### config.mk
export PLATFORM = sky130hd
export DESIGN_NAME = register_file
export DESIGN_NICKNAME = d
export VERILOG_FILES = /design/src/rtl/regfile_pkg.sv /design/src/rtl/register_scoreboard.sv /design/src/rtl/register_file.sv
export SDC_FILE = /design/constraint.sdc
export NUM_CORES = 2
export LEC_CHECK = 0
export CAP_MARGIN = 40
export CORE_AREA = 2 2 513 515
export DETAILED_ROUTE_END_ITERATION = 8
export DIE_AREA = 0 0 515 517
export PLACE_DENSITY_LB_ADDON = 0.1
export SLEW_MARGIN = 20
export SYNTH_ARGS = -nofsm -noshare
export SYNTH_HDL_FRONTEND = slang
export SYNTH_HIERARCHICAL = 1
export SYNTH_SLANG_ARGS = --single-unit
### constraint.sdc
create_clock -name clk -period 7.3 [get_ports clk]
set_input_delay 1.46 -clock clk [delete_from_list [all_inputs] [get_ports clk]]
set_output_delay 1.46 -clock clk [all_outputs]
set_load 0.01 [all_outputs]
### src/rtl/regfile_pkg.sv
// regfile_pkg: shared register-address types for decode, hazard unit and writeback
package regfile_pkg;
   localparam int ADDR_W = 5;
   typedef logic [ADDR_W-1:0] reg_addr_t;
   localparam reg_addr_t XZR = 5'd31;
endpackage

### src/rtl/register_scoreboard.sv
// register_scoreboard: pending-write bitmap with issue-over-writeback priority and decode hazard flags
module register_scoreboard
   import regfile_pkg::*;
#(
   parameter int        NREGS    = 32,
   parameter reg_addr_t ZERO_REG = XZR
) (
   input  logic      clk,
   input  logic      reset,
   input  logic      wr_en,
   input  reg_addr_t wr_addr,
   input  logic      issue_en,
   input  reg_addr_t issue_addr,
   input  reg_addr_t rd_addr1,
   input  reg_addr_t rd_addr2,
   output logic      hazard1,
   output logic      hazard2
);
   logic [NREGS-1:0] pending, set_mask, clr_mask;
   always_comb begin
      set_mask = '0;
      clr_mask = '0;
      if (issue_en && issue_addr != ZERO_REG) set_mask[issue_addr] = 1'b1;
      if (wr_en && wr_addr != ZERO_REG) clr_mask[wr_addr] = 1'b1;
   end
   // OR-ing the set after the clear lets a newer producer win over a same-cycle writeback
   always_ff @(posedge clk or negedge reset)
      if (!reset) pending <= '0;
      else        pending <= (pending & ~clr_mask) | set_mask;
   always_comb begin
      hazard1 = pending[rd_addr1] && !(wr_en && wr_addr == rd_addr1);
      hazard2 = pending[rd_addr2] && !(wr_en && wr_addr == rd_addr2);
   end
endmodule

### src/rtl/register_file.sv
// register_file: 32-entry integer register file with XZR, write-to-read bypass and pending-write scoreboard
module register_file
   import regfile_pkg::*;
#(
   parameter int        WIDTH    = 64,
   parameter int        NREGS    = 32,
   parameter reg_addr_t ZERO_REG = XZR
) (
   input  logic             clk,
   input  logic             reset,
   input  logic             wr_en,
   input  reg_addr_t        wr_addr,
   input  logic [WIDTH-1:0] wr_data,
   input  reg_addr_t        rd_addr1,
   input  reg_addr_t        rd_addr2,
   output logic [WIDTH-1:0] rd_data1,
   output logic [WIDTH-1:0] rd_data2,
   input  logic             issue_en,
   input  reg_addr_t        issue_addr,
   output logic             hazard1,
   output logic             hazard2
);
   logic [WIDTH-1:0] mem [NREGS];
   always_ff @(posedge clk or negedge reset)
      if (!reset)                             mem <= '{default: '0};
      else if (wr_en && wr_addr != ZERO_REG)  mem[wr_addr] <= wr_data;
   // reset gating keeps the bypass from leaking wr_data while reset is held
   always_comb begin
      rd_data1 = (!reset || rd_addr1 == ZERO_REG) ? '0 :
                 (wr_en && wr_addr == rd_addr1)   ? wr_data : mem[rd_addr1];
      rd_data2 = (!reset || rd_addr2 == ZERO_REG) ? '0 :
                 (wr_en && wr_addr == rd_addr2)   ? wr_data : mem[rd_addr2];
   end
   register_scoreboard #(.NREGS(NREGS), .ZERO_REG(ZERO_REG)) u_sb (
      .clk        (clk),
      .reset      (reset),
      .wr_en      (wr_en),
      .wr_addr    (wr_addr),
      .issue_en   (issue_en),
      .issue_addr (issue_addr),
      .rd_addr1   (rd_addr1),
      .rd_addr2   (rd_addr2),
      .hazard1    (hazard1),
      .hazard2    (hazard2)
   );
endmodule

==> impl_results.md <==
* CTS tree: yes
* Final min period at 6.64 ns
* Netlist Area Pre-Place at 112,000 um2
* Via count at 73.5k
* Largest net degree at the start of global routing at 179
* Final Slew Violations at 0
* Die area at 266,000 um2
* Max stage delay on crit path at 0.69 ns
* Tightest Pin Transition at 1.02 ns
* RSZ-0062 raised after global routing: false
* Synthesis warning total at 6
* CTS Sinks at 2,080
* Hold-fix buffers, CTS at 0
* Share of cells above drive strength 1 at 46.4%
* Post-route cell area at 126,000 um2
* DR iter-0 viols at 6,136
* Clock Latency Late Sink at 0.90 ns
* R2R setup slack at 6.50 ns
* Final worst-path cycle share at 91.0%
* Clock buffer depth at 3
* GRT Util Overall at 30.2%
* Setup bufs post-CTS at 0
* Grt total ovfl at 0
* Post-synthesis sequential area ratio at 46.6%
* Status: finished clean
* Cell Chain, Critical Path: buf_8, buf_4, buf_4, mux4_2, nand2_1, a21oi_1, nor3_1, buf_4, a31oi_1, clkdlybuf4s50_1
* Leak at 54.5 nW
* Min-delay worst type: reg2reg
* Slew headroom at 32.3%
* Synth area leader: dfrtp_1
* Setup Crit Path Kind: in2out
* Die X-Extent at 515 um
* Vias in the first global route at 75.9k
* Number of flops mapped to enable cells by yosys at 0
* PwrDens at 272 nW/um2
* Synth area leaders: dfrtp_1, mux2_2, mux4_2, mux2i_1, clkbuf_1
* Fill cells at 22.5k
* Crit Path Max Fanout at 36
* First-pass GRT wire length at 577 mm
* Syn nets at 7,798
* Setup tns final at 0 ns
* CTS root buffer: clkbuf_16
* Initial core utilization at 42.8%
* Clock Skew at 0 ns
* Buffers on Ports at 217
* Hpwl dp at 230 mm
* Post-CTS sizing at 0
* Peak Freq at 0.151 GHz
* Placed cell count at 10.8k
* Yosys top cell area share at 46.6%
* Cells after Synth at 7,710
* Clk pin slew, worst setup/hold paths at 0.06 ns
* Drt wl/cell at 35.7 um
* Total core area at 261,000 um2
* Synth Register Bits at 2,080
* Cell mode on critical path: buf_4
* Total CTS buffers at 236
* ANT nets after route at 0
* Placed instance area at 118,000 um2
* Final RePlAce weighted congestion at 0.802
* Startpoint Class: input port
* Hold WS at 0.395 ns
* Vias per cell at 6.52
* Die height at 517 um
* Yosys cell types at 59
* Drt pass-1 iters at 5
* MaxCap Viol Count at 0
* Critical path arrival at 5.18 ns
* I/O pins at 218
* Routed wire length at 402 mm
* Row Count at 188
* Worst VDD drop at 0.000270 V
* Asr flop ratio synth at 100%
* Setup-failing EPs final at 0
* Residual DRC count at 0
* CP required at 5.84 ns
* Layout Nets at 7,733
* Final Hold Violating Endpoints at 0
* Initial antenna violation count at 23
* Crit. End Element: output port
* Slowest cell on the critical path: clkdlybuf4s50_1
* Final non-filler cell total at 11.3k
* H-tree levels at 4
* Area growth from synthesis to layout at 13.2%
* Synth Flop Type: dfrtp_1
* Syn avg cell area at 14.5 um2
logic make-up after synthesis:
family	after synthesis	synth area share [%]
multiplexers	3399	42.7
flip-flops	2080	46.6
buffers and inverters	889	3.65
AO/OA/AOI/OAI	879	5.17
AND/OR/NAND/NOR	443	1.74
XOR/XNOR	20	0.157
metal layers:
metal / track usage [%] / part of all wire (%)
met5: 0 / 0.019
met4: 11.0 / 4.1
met3: 5.29 / 6.4
met2: 48.1 / 47
met1: 41.5 / 43
final cells by class:
class / count / area (um2) / area share, %
Clock inverter: 57 / 623 / 0.493
Tap cell: 3420 / 4280 / 3.38
Multi-Input combinational cell: 4741 / 55900 / 44.2
Sequential cell: 2080 / 52000 / 41.2
Clock buffer: 379 / 7180 / 5.67
Timing Repair Buffer: 576 / 6370 / 5.04
Inverter: 10 / 47.5 / 0.0376
Antenna cell: 8 / 20.0 / 0.0158
through the flow:
stage	utilization (%)	total power [W]	worst slack (ns)
floorplan	-	0.0201	2.54
global placement	45.0	0.0222	0.435
detailed placement	45.4	0.0225	0.680
CTS	48.4	0.0346	0.660
global route	48.4	0.0359	0.396
finish	48.4	0.0344	0.657
worst max-delay path, delay by kind of cell:
family | cells | cell delay (ns)
and+or+nand+nor | 2 | 0.15
AOI/OAI and AO/OA | 2 | 0.85
muxes | 1 | 0.30
buffers and inverters | 5 | 2.30
report_power, final:
part	internal, W	leakage, nW	total, W	switching [W]
Combinational	0.00415	24.0	0.00707	0.00292
Clock	0.00696	3.86	0.0120	0.00507
Sequential	0.0137	26.7	0.0153	0.00157
path summary, 6_finish.rpt:
check                            startpoint      endpoint  cells after the start
min in group asynchronous             reset     mem[1891]                      1
max in group asynchronous             reset     mem[1730]                      7
worst min register to register       mem[2]        mem[2]                      0
worst max register to register    mem[1816]     mem[1816]                      1
worst min-delay path                 mem[2]        mem[2]                      0
worst max-delay path            rd_addr1[0]  rd_data1[55]                     10
sequential cells by signal, summed over array words and instances, names as in the netlist:
name and cells:
u_sb/pending 32, mem 2048
synth_stat cells (all sizes together), types with 4 or more instances:
cell    count
or2         5
o21ai     245
inv         8
nand2b      5
mux2i     554
mux4      892
nor3b       4
o221ai     80
xor2       14
a211oi     77
nor3       11
a22o        5
o31ai       7
a32oi       6
o32ai       9
a221oi     36
nand3      23
o211ai      5
clkbuf    521
o22ai     108
buf       358
dfrtp    2080
and2        6
nand3b     14
or3b        4
xnor2       6
a31oi      10
nor2       96
a32o       64
nand2     247
and3        8
mux2     1953
a22oi      41
nor2b      12
a21oi     169
cell usage in the layout (no fill, tap or decap), types with 10 or more instances in the layout:
cell type / count
o21ai_0: 240
buf_8: 18
a21oi_1: 169
clkbuf_16: 238
o221ai_1: 80
nor2_4: 18
dfrtp_1: 2080
mux2_2: 1953
a221oi_1: 35
a211oi_1: 77
a31oi_1: 10
a22oi_1: 41
buf_12: 77
nand2_4: 16
nand3_1: 22
mux2i_1: 554
mux4_1: 11
clkbuf_8: 70
nand3b_1: 14
buf_4: 249
mux4_2: 881
a32o_1: 64
nor2_1: 77
buf_16: 22
xor2_1: 14
clkinv_2: 36
nand2_1: 227
clkbuf_1: 72
clkdlybuf4s50_1: 203
o22ai_1: 108
(Power assumes the default switching activity.)
